===== config.mk =====
export PLATFORM = sky130hd
export DESIGN_NAME = mat_mul_seq_ctrl_flat
export DESIGN_NICKNAME = d
export VERILOG_FILES = /design/src/rtl/mat_mul_seq_ctrl_if.sv /design/src/rtl/mat_mul_seq_ctrl.sv /design/src/flat_wrapper.sv
export SDC_FILE = /design/constraint.sdc
export NUM_CORES = 1
export LEC_CHECK = 0
export CAP_MARGIN = 10
export CORE_ASPECT_RATIO = 0.7
export CORE_MARGIN = 3
export CORE_UTILIZATION = 48
export DETAILED_ROUTE_END_ITERATION = 8
export HOLD_SLACK_MARGIN = 0.12
export PLACE_DENSITY = 0.74
export SLEW_MARGIN = 20
export SYNTH_ARGS = -nofsm -noshare
export SYNTH_HDL_FRONTEND = slang
export SYNTH_SLANG_ARGS = --single-unit

===== constraint.sdc =====
create_clock -name clk -period 3.1 [get_ports clk]
set_input_delay 0.465 -clock clk [delete_from_list [all_inputs] [get_ports clk]]
set_output_delay 0.465 -clock clk [all_outputs]
set_load 0.03 [all_outputs]

===== src/rtl/mat_mul_seq_ctrl_if.sv =====
// Datapath issue/result and result-stream handshake bundle for mat_mul_seq_ctrl.
// WORD_LEN defaults to 16 when not supplied by the build.
`ifndef WORD_LEN
`define WORD_LEN 16
`endif

interface mat_mul_seq_ctrl_if #(
  parameter int IDX_W = 2
);
  logic                        dp_issue;
  logic [IDX_W-1:0]            dp_row;
  logic [IDX_W-1:0]            dp_col;
  logic signed [`WORD_LEN-1:0] dp_result;
  logic                        res_valid;
  logic                        res_ready;
  logic signed [`WORD_LEN-1:0] res_data;
  logic [IDX_W-1:0]            res_row;
  logic [IDX_W-1:0]            res_col;

  modport master (
    output dp_issue, dp_row, dp_col,
    input  dp_result,
    output res_valid, res_data, res_row, res_col,
    input  res_ready
  );

  modport slave (
    input  dp_issue, dp_row, dp_col,
    output dp_result,
    input  res_valid, res_data, res_row, res_col,
    output res_ready
  );
endinterface


===== src/rtl/mat_mul_seq_ctrl.sv =====
// Sequences an N x N product through a fixed-latency dot-product datapath, collecting
// results in a credit-protected FIFO. Define MATMUL_PERF_EN for perf_cycles/perf_stall.
`ifndef WORD_LEN
`define WORD_LEN 16
`endif

module mat_mul_seq_ctrl #(
  parameter int N          = 4,
  parameter int PIPE_LAT   = 3,
  parameter int FIFO_DEPTH = 4,
  parameter int IDX_W      = (N > 1) ? $clog2(N) : 1
) (
  input  logic clk,
  input  logic rst_n,
  input  logic start,
  output logic busy,
  output logic done,
  mat_mul_seq_ctrl_if.master bus
`ifdef MATMUL_PERF_EN
  ,
  output logic [31:0] perf_cycles,
  output logic [31:0] perf_stall
`endif
);

  localparam int PTR_W = (FIFO_DEPTH > 1) ? $clog2(FIFO_DEPTH) : 1;
  localparam int CNT_W = $clog2(FIFO_DEPTH + PIPE_LAT + 1);
  localparam logic [IDX_W-1:0] LAST = IDX_W'(N - 1);

  typedef enum logic [1:0] {S_IDLE, S_ISSUE, S_DRAIN, S_DONE} state_t;

  typedef struct packed {
    logic signed [`WORD_LEN-1:0] data;
    logic [IDX_W-1:0]            row;
    logic [IDX_W-1:0]            col;
  } res_t;

  state_t                        state, state_nxt;
  logic [IDX_W-1:0]              row, col;
  logic [PIPE_LAT:1]             vld_pipe;
  logic [PIPE_LAT:1][IDX_W-1:0]  row_pipe, col_pipe;
  logic [CNT_W-1:0]              inflight, fifo_cnt;
  logic [CNT_W:0]                occ;
  res_t [FIFO_DEPTH-1:0]         mem;
  logic [PTR_W-1:0]              wr_ptr, rd_ptr;
  logic                          issue, push, pop, last_idx, accept;

  function automatic logic [PTR_W-1:0] ptr_inc(input logic [PTR_W-1:0] p);
    return (p == PTR_W'(FIFO_DEPTH - 1)) ? '0 : p + PTR_W'(1);
  endfunction

  // Credit is taken from registered occupancy only, so a same-cycle pop never
  // lets an extra element in; this is what keeps the FIFO from overflowing.
  assign occ      = {1'b0, inflight} + {1'b0, fifo_cnt};
  assign issue    = (state == S_ISSUE) && (occ < (CNT_W+1)'(FIFO_DEPTH));
  assign last_idx = (row == LAST) && (col == LAST);
  assign accept   = (state == S_IDLE) && start;
  assign push     = vld_pipe[PIPE_LAT];
  assign pop      = bus.res_valid && bus.res_ready;

  assign busy          = (state != S_IDLE);
  assign done          = (state == S_DONE);
  assign bus.dp_issue  = issue;
  assign bus.dp_row    = row;
  assign bus.dp_col    = col;
  assign bus.res_valid = (fifo_cnt != '0);
  assign bus.res_data  = mem[rd_ptr].data;
  assign bus.res_row   = mem[rd_ptr].row;
  assign bus.res_col   = mem[rd_ptr].col;

  always_ff @(posedge clk or negedge rst_n) begin
    if (!rst_n) state <= S_IDLE;
    else        state <= state_nxt;
  end

  always_comb begin
    state_nxt = state;
    case (state)
      S_IDLE:  if (start) state_nxt = S_ISSUE;
      S_ISSUE: if (issue && last_idx) state_nxt = S_DRAIN;
      S_DRAIN: if (inflight == '0 && fifo_cnt == '0 && !pop) state_nxt = S_DONE;
      S_DONE:  state_nxt = S_IDLE;
      default: state_nxt = S_IDLE;
    endcase
  end

  // Row-major walk; the final wrap leaves the indices at (0,0) for the next run.
  always_ff @(posedge clk or negedge rst_n) begin
    if (!rst_n) begin
      row <= '0;
      col <= '0;
    end else if (accept) begin
      row <= '0;
      col <= '0;
    end else if (issue) begin
      if (col == LAST) begin
        col <= '0;
        row <= (row == LAST) ? '0 : row + IDX_W'(1);
      end else begin
        col <= col + IDX_W'(1);
      end
    end
  end

  always_ff @(posedge clk or negedge rst_n) begin
    if (!rst_n) begin
      vld_pipe <= '0;
      row_pipe <= '0;
      col_pipe <= '0;
    end else begin
      vld_pipe[1] <= issue;
      row_pipe[1] <= row;
      col_pipe[1] <= col;
      for (int s = 2; s <= PIPE_LAT; s++) begin
        vld_pipe[s] <= vld_pipe[s-1];
        row_pipe[s] <= row_pipe[s-1];
        col_pipe[s] <= col_pipe[s-1];
      end
    end
  end

  always_ff @(posedge clk or negedge rst_n) begin
    if (!rst_n) begin
      inflight <= '0;
    end else begin
      case ({issue, push})
        2'b10:   inflight <= inflight + CNT_W'(1);
        2'b01:   inflight <= inflight - CNT_W'(1);
        default: inflight <= inflight;
      endcase
    end
  end

  always_ff @(posedge clk or negedge rst_n) begin
    if (!rst_n) begin
      mem      <= '0;
      wr_ptr   <= '0;
      rd_ptr   <= '0;
      fifo_cnt <= '0;
    end else begin
      if (push) begin
        mem[wr_ptr] <= '{data: bus.dp_result, row: row_pipe[PIPE_LAT], col: col_pipe[PIPE_LAT]};
        wr_ptr      <= ptr_inc(wr_ptr);
      end
      if (pop) rd_ptr <= ptr_inc(rd_ptr);
      case ({push, pop})
        2'b10:   fifo_cnt <= fifo_cnt + CNT_W'(1);
        2'b01:   fifo_cnt <= fifo_cnt - CNT_W'(1);
        default: fifo_cnt <= fifo_cnt;
      endcase
    end
  end

`ifdef MATMUL_PERF_EN
  always_ff @(posedge clk or negedge rst_n) begin
    if (!rst_n) begin
      perf_cycles <= '0;
      perf_stall  <= '0;
    end else if (accept) begin
      perf_cycles <= '0;
      perf_stall  <= '0;
    end else begin
      if (busy && perf_cycles != '1) perf_cycles <= perf_cycles + 32'd1;
      if (state == S_ISSUE && !issue && perf_stall != '1) perf_stall <= perf_stall + 32'd1;
    end
  end
`endif

endmodule

===== src/flat_wrapper.sv =====
// flat-port wrapper written by rule: the top's interface ports become plain ports
module mat_mul_seq_ctrl_flat 
#(
  parameter int N          = 4,
  parameter int PIPE_LAT   = 3,
  parameter int FIFO_DEPTH = 4,
  parameter int IDX_W      = (N > 1) ? $clog2(N) : 1
)
  (clk, rst_n, start, busy, done, bus_dp_issue, bus_dp_row, bus_dp_col, bus_dp_result, bus_res_valid, bus_res_data, bus_res_row, bus_res_col, bus_res_ready);
  mat_mul_seq_ctrl_if #(.IDX_W(IDX_W)) bus_i ();
  input  logic clk;
  input  logic rst_n;
  input  logic start;
  output logic busy;
  output logic done;
  output wire logic [$bits(bus_i.dp_issue)-1:0] bus_dp_issue;
  output wire logic [$bits(bus_i.dp_row)-1:0] bus_dp_row;
  output wire logic [$bits(bus_i.dp_col)-1:0] bus_dp_col;
  input wire logic [$bits(bus_i.dp_result)-1:0] bus_dp_result;
  output wire logic [$bits(bus_i.res_valid)-1:0] bus_res_valid;
  output wire logic [$bits(bus_i.res_data)-1:0] bus_res_data;
  output wire logic [$bits(bus_i.res_row)-1:0] bus_res_row;
  output wire logic [$bits(bus_i.res_col)-1:0] bus_res_col;
  input wire logic [$bits(bus_i.res_ready)-1:0] bus_res_ready;
  assign bus_dp_issue = bus_i.dp_issue;
  assign bus_dp_row = bus_i.dp_row;
  assign bus_dp_col = bus_i.dp_col;
  assign bus_i.dp_result = bus_dp_result;
  assign bus_res_valid = bus_i.res_valid;
  assign bus_res_data = bus_i.res_data;
  assign bus_res_row = bus_i.res_row;
  assign bus_res_col = bus_i.res_col;
  assign bus_i.res_ready = bus_res_ready;
  mat_mul_seq_ctrl #(.N(N), .PIPE_LAT(PIPE_LAT), .FIFO_DEPTH(FIFO_DEPTH), .IDX_W(IDX_W)) u_core (.clk(clk), .rst_n(rst_n), .start(start), .busy(busy), .done(done), .bus(bus_i));
endmodule

Word-level counts from Yosys, hierarchy flattened --
Index checks and enable logic that the tools add are counted.
Storage, ports and cells: register bits after elaboration 111, input bits 20, output and inout bits 28, logic and storage cells 93
Cells by class: add/subtract/negate cells 9, magnitude comparators 4, equality and inequality tests 14, mux-type cells 20, reduce and logical (&&, ||, !) cells 20
Operators by type and width (number):
- bitwise mux 80 bit | 1
- binary-select mux 20 bit (select 2 bit) | 1
- demux 20 bit (select 2 bit) | 1
- 2-to-1 mux 20 bit | 2
- 2-to-1 mux 2 bit | 12
- equality test 2 bit (second input constant) | 8
- one-hot mux 3 bit (2 select lines) | 2
- nonzero test 2 bit | 5
- adder 2 x 1 -> 2 bit (second input constant) | 4
- logical AND 1 bit | 8
- one-hot mux 2 bit (4 select lines) | 1
- adder 3 x 1 -> 3 bit (second input constant) | 2
- equality test 2 x 1 -> 1 bit (second input constant) | 3
- zero test 3 bit | 2
- < comparator 2 x 3 -> 1 bit (second input constant) | 2
- subtractor 3 x 1 -> 3 bit (second input constant) | 2
- adder 3 x 3 -> 4 bit | 1
- < comparator 4 x 3 -> 1 bit (second input constant) | 1
- inequality test 2 bit (second input constant) | 2
- AND reduction 3 bit | 1
- nonzero test 3 bit | 1
- >= comparator 2 x 1 -> 1 bit (second input constant) | 1
- zero test 2 bit | 1
- inequality test 2 x 1 -> 1 bit (second input constant) | 1
- 2 further kinds | 2

Logic depth before layout (Yosys ltp) --
Gate-level depths: netlist of run 1.
word-level depth 6, mapped depth 9, mapped depth without buffers 9

Least setup slack after synthesis of run 1 --
Ideal clock, no wire load.
path type reg-to-reg, start point register u_core.inflight[1], end point register u_core.inflight[2], setup time 0.079 ns, arrival time 1.943 ns, required time 3.021 ns, path slack 1.078 ns, cell stages (with the launch flop) 10, path buffers 0, clock period less this slack 2.022 ns, cells stage by stage dfrtp_1 -> ha_1 -> nand3_1 -> nand3_1 -> ha_1 -> inv_1 -> fa_1 -> xor2_1 -> nor2_1 -> xor2_1
Between the ends: longest elaborated chain between the ends 5, elaborated cells on any way between the ends 9, classes of those cells add/sub (3); order compare (1); eq/ne (2); mux (1); reduce/logical (2)
RTL lines:
- start, declared | line mat_mul_seq_ctrl.sv:42 | logic [CNT_W-1:0] inflight, fifo_cnt;
- start signal, assigned | line mat_mul_seq_ctrl.sv:127 | 2'b10: inflight <= inflight + CNT_W'(1);
- start signal, assigned | line mat_mul_seq_ctrl.sv:128 | 2'b01: inflight <= inflight - CNT_W'(1);
- start signal, assigned | line mat_mul_seq_ctrl.sv:129 | default: inflight <= inflight;
- adder 3 x 3 -> 4 bit | line mat_mul_seq_ctrl.sv:54 | assign occ = {1'b0, inflight} + {1'b0, fifo_cnt};
- < comparator 4 x 3 -> 1 bit | line mat_mul_seq_ctrl.sv:55 | assign issue = (state == S_ISSUE) && (occ < (CNT_W+1)'(FIFO_DEPTH));
- logical AND 1 bit | line mat_mul_seq_ctrl.sv:55
- equality test 2 x 1 -> 1 bit or equality test 2 bit (tied branches) | line mat_mul_seq_ctrl.sv:126 | case ({issue, push})
- one-hot mux 3 bit (2 select lines) or nonzero test 2 bit (tied branches)
Parallel ways exist; a longest one is shown, timed or not. A chain may end at the register's enable or synchronous reset.

Final worst setup path of run 1 --
start point register u_core.inflight[2], end point output port bus_dp_issue
Between the ends: longest elaborated chain between the ends 3
RTL lines:
- adder 3 x 3 -> 4 bit | line mat_mul_seq_ctrl.sv:54
- < comparator 4 x 3 -> 1 bit | line mat_mul_seq_ctrl.sv:55
- logical AND 1 bit | line mat_mul_seq_ctrl.sv:55
- end, declared | line flat_wrapper.sv:16 | output wire logic [$bits(bus_i.dp_issue)-1:0] bus_dp_issue;
No other way between the ends.

==> results of run 1 <==
final cells by class:
class | instances | area [um^2] | share of cell area
Inverter | 15 | 56.3 | 0.00978
Timing Repair Buffer | 57 | 556 | 0.0965
Sequential cell | 111 | 2780 | 0.483
Tap cell | 124 | 155 | 0.0270
Clock buffer | 11 | 233 | 0.0404
Clock inverter | 5 | 58.8 | 0.0102
Multi-Input combinational cell | 162 | 1920 | 0.333
cell usage after synthesis:
library cell / count / area (um^2)
dfrtp_1: 111 / 2780
mux2_2: 81 / 912
mux4_2: 20 / 450
ha_1: 16 / 200
inv_1: 15 / 56.3
clkbuf_1: 10 / 37.5
nand2_1: 8 / 30.0
mux2i_1: 4 / 40.0
xor2_1: 4 / 35.0
nor2_1: 3 / 11.3
or3_1: 3 / 18.8
a21oi_1: 2 / 10.0
a22oi_1: 2 / 15.0
buf_2: 2 / 10.0
fa_1: 2 / 40.0
nand3_1: 2 / 10.0
o21ai_0: 2 / 10.0
xnor2_1: 2 / 17.5
a21o_1: 1 / 7.51
a31o_2: 1 / 8.76
a32oi_1: 1 / 8.76
mux2_4: 1 / 15.0
nand3_2: 1 / 10.0
nand4_1: 1 / 6.26
nor3_1: 1 / 5.00
nor3_2: 1 / 10.0
o22a_1: 1 / 8.76
o41ai_4: 1 / 27.5
or3_4: 1 / 11.3
worst max-delay path by stage:
stage               cells past startpoint                from                 end  slack, ps
floorplan                               9  u_core.inflight[1]  u_core.inflight[2]       1080
global placement                        5  u_core.inflight[2]        bus_dp_issue        760
detailed placement                      5  u_core.fifo_cnt[2]        bus_dp_issue        720
CTS                                     5  u_core.inflight[2]        bus_dp_issue        320
global route                            5  u_core.inflight[2]        bus_dp_issue        150
finish                                  5  u_core.inflight[2]        bus_dp_issue        350
layer usage:
metal  wire length (um)  vias to the layer above
li1                   -                     1198
met1               4090                     1327
met5                  0                        -
met2               3910                       46
met3                370                        6
met4                 63                        0
power by group:
group | switching [uW] | internal (uW) | leakage [uW]
registers | 352 | 2090 | 0.00136
clock network | 500 | 627 | 0.000136
logic | 1410 | 1570 | 0.00107
total | 2260 | 4290 | 0.00257
worst register-to-register path, delay by kind of cell, from the launching register on:
family        cells  cell delay [ps]
buf+inv           1               60
fa+ha+maj         3              880
simple gates      3              500
flops             1              420
xor+xnor          2              320
state kept, by name, summed over array words and instances (netlist names):
name,cells
u_core.state,2
u_core.bus.dp_col,2
u_core.inflight,3
u_core.fifo_cnt,3
u_core.mem,80
u_core.col_pipe,6
u_core.row_pipe,6
u_core.rd_ptr,2
u_core.wr_ptr,2
u_core.vld_pipe,3
u_core.bus.dp_row,2
metrics by stage:
stage,instances,setup WS (ps),hold WS (ps),power [uW]
3_3_place_gp,469,757,333,5390
5_1_grt,485,149,151,7000
3_5_place_dp,469,715,336,5480
6_report,485,354,121,6550
2_1_floorplan,300,1080,169,4530
4_1_cts,485,325,144,6640
cell families (layout without fill, tap and decap cells):
| logic type | after synthesis | in the layout | synth area share |
|---|---|---|---|
| simple gates | 21 | 21 | 0.0235 |
| xor+xnor | 6 | 6 | 0.0109 |
| flops | 111 | 111 | 0.579 |
| fa+ha+maj | 18 | 18 | 0.0500 |
| compound gates | 11 | 11 | 0.0201 |
| mux | 106 | 106 | 0.295 |
| buf+inv | 27 | 88 | 0.0216 |
==> run_results.csv, run 1 <==
group,metric,value,unit
drt,drtPass1Iterations,4,
placement,io_buffers,47,
setup_path,cp.required,2630,ps
setup_path,critical_path_class,"flip-flop to output pin",
setup_path,cp.arrival,2280,ps
timing,period_needed,2750,ps
setup_path,rr_endpoint,"u_core.inflight[2]",
grt,top_usage_layer,"met2",
cts,cts-root-buf,"clkbuf_16",
cells_and_area,nets,394,
setup_path,crit_path_cell_trace,"ha_1 > nor3_2 > nand3_1 > inv_1 > clkdlybuf4s50_1",
drt,routedWlPerCell,17.4,um
placement,place_area,5460,um^2
cells_and_area,final_common_cell,"dfrtp_1",
floorplan,fp-row-count,29,
setup_path,rr_worst_depth,9,
grt,grt-ovfl-total,0,
cts,clk_pin_slew,70,ps
cells_and_area,final_core_util,0.612,
setup_path,critical_path.top_delay_family,"buffers and inverters",
grt,grt_pass1_wl,14.8,mm
cells_and_area,final_area,5760,um^2
floorplan,initial_core_util,0.511,
cts,cts_setup_buffers,0,
timing,setup_violations,0,
cts,cts_tree,"done",
setup_path,crit_fanout,5,
cells_and_area,nFillCells,717,
timing,worst_slew_pin_slew,693,ps
pwr,pwr_density_cell,1140,nW/um^2
setup_path,r2r-start,"u_core.inflight[1]",
grt,grt_max_degree,49,
floorplan,die_y,89.7,um
grt,grt_pass1_vias,2853,
cts,clock_path_buffers,2,
floorplan,die_area,11300,um^2
timing,skew,4.66,ps
timing,final-max-slew-violation-count,0,
drt,drcViolationCount,0,
setup_path,cp-end-kind,"output pin",
grt,antenna_found_initial,0,
setup_path,max_stage_delay,680,ps
drt,via_per_inst,5.31,
placement,gp_congestion,0.802,
setup_path,cp_num_buf_inv,2,
cts,cts.sinks,111,
placement,post-dp-hpwl,5.61,mm
setup_path,r2r_setup_slack,850,ps
drt,ant_nets,0,
cts,cts-htree-levels,3,
floorplan,die_w,126,um
cells_and_area,final_cell_mix,"dfrtp_1, mux2_2, clkdlybuf4s50_1",
pwr,cellLeakagePower,0.00257,uW
floorplan,ios,48,
timing,rsz0062_at_grt,"false",
grt,grtUsageMet1,0.230,
timing,slew_headroom,0.537,
setup_path,start_kind,"flip-flop",
cells_and_area,num_antenna_cells,0,
timing,setup-tns-final,0,ps
cts,ctsHoldBuffers,0,
cells_and_area,syn2layout_area_growth,19.9,%
drt,wirelength,8.43,mm
cts,cts_buffers,9,
logic_synthesis,syn_area_per_cell,16.0,um^2
grt,met3_usage,0.0579,
min_path,hp-class,"input pin to asynchronous set/reset pin",
logic_synthesis,yosysSeqAreaShare,0.579,
timing,hold_violations,0,
cts,post_cts_resized,0,
outcome,status,"completed",
logic_synthesis,yosysUniqueCellTypes,29,
logic_synthesis,synth_seq_cells,111,
grt,use_met2,0.271,
logic_synthesis,postSynthCellCount,300,
logic_synthesis,yosys_warnings,0,
pwr,ir_drop,555,uV
grt,track_usage,0.170,
logic_synthesis,synth_nets,338,
job,drv_cap,0,
drt,drt_iter0_drc,124,
timing,fin_crit_sh,0.886,
setup_path,slowest_stage,"clkdlybuf4s50_1",
logic_synthesis,synthesis.area,4800,um^2
cts,clk_latency,340,ps
drt,vias,2577,
cells_and_area,drive_above_1_share,0.366,
timing,fmax,364,MHz
floorplan,core,9400,um^2
Power figures use the tool's default switching activity.
==> run 2, diff against run 1 <==
GPL_ROUTABILITY_DRIVEN = 0   (was unset)
SLEW_MARGIN = unset   (was 20)
==> results of run 2 <==
No change in the layout: final DEF, timing and power equal those of run 1.
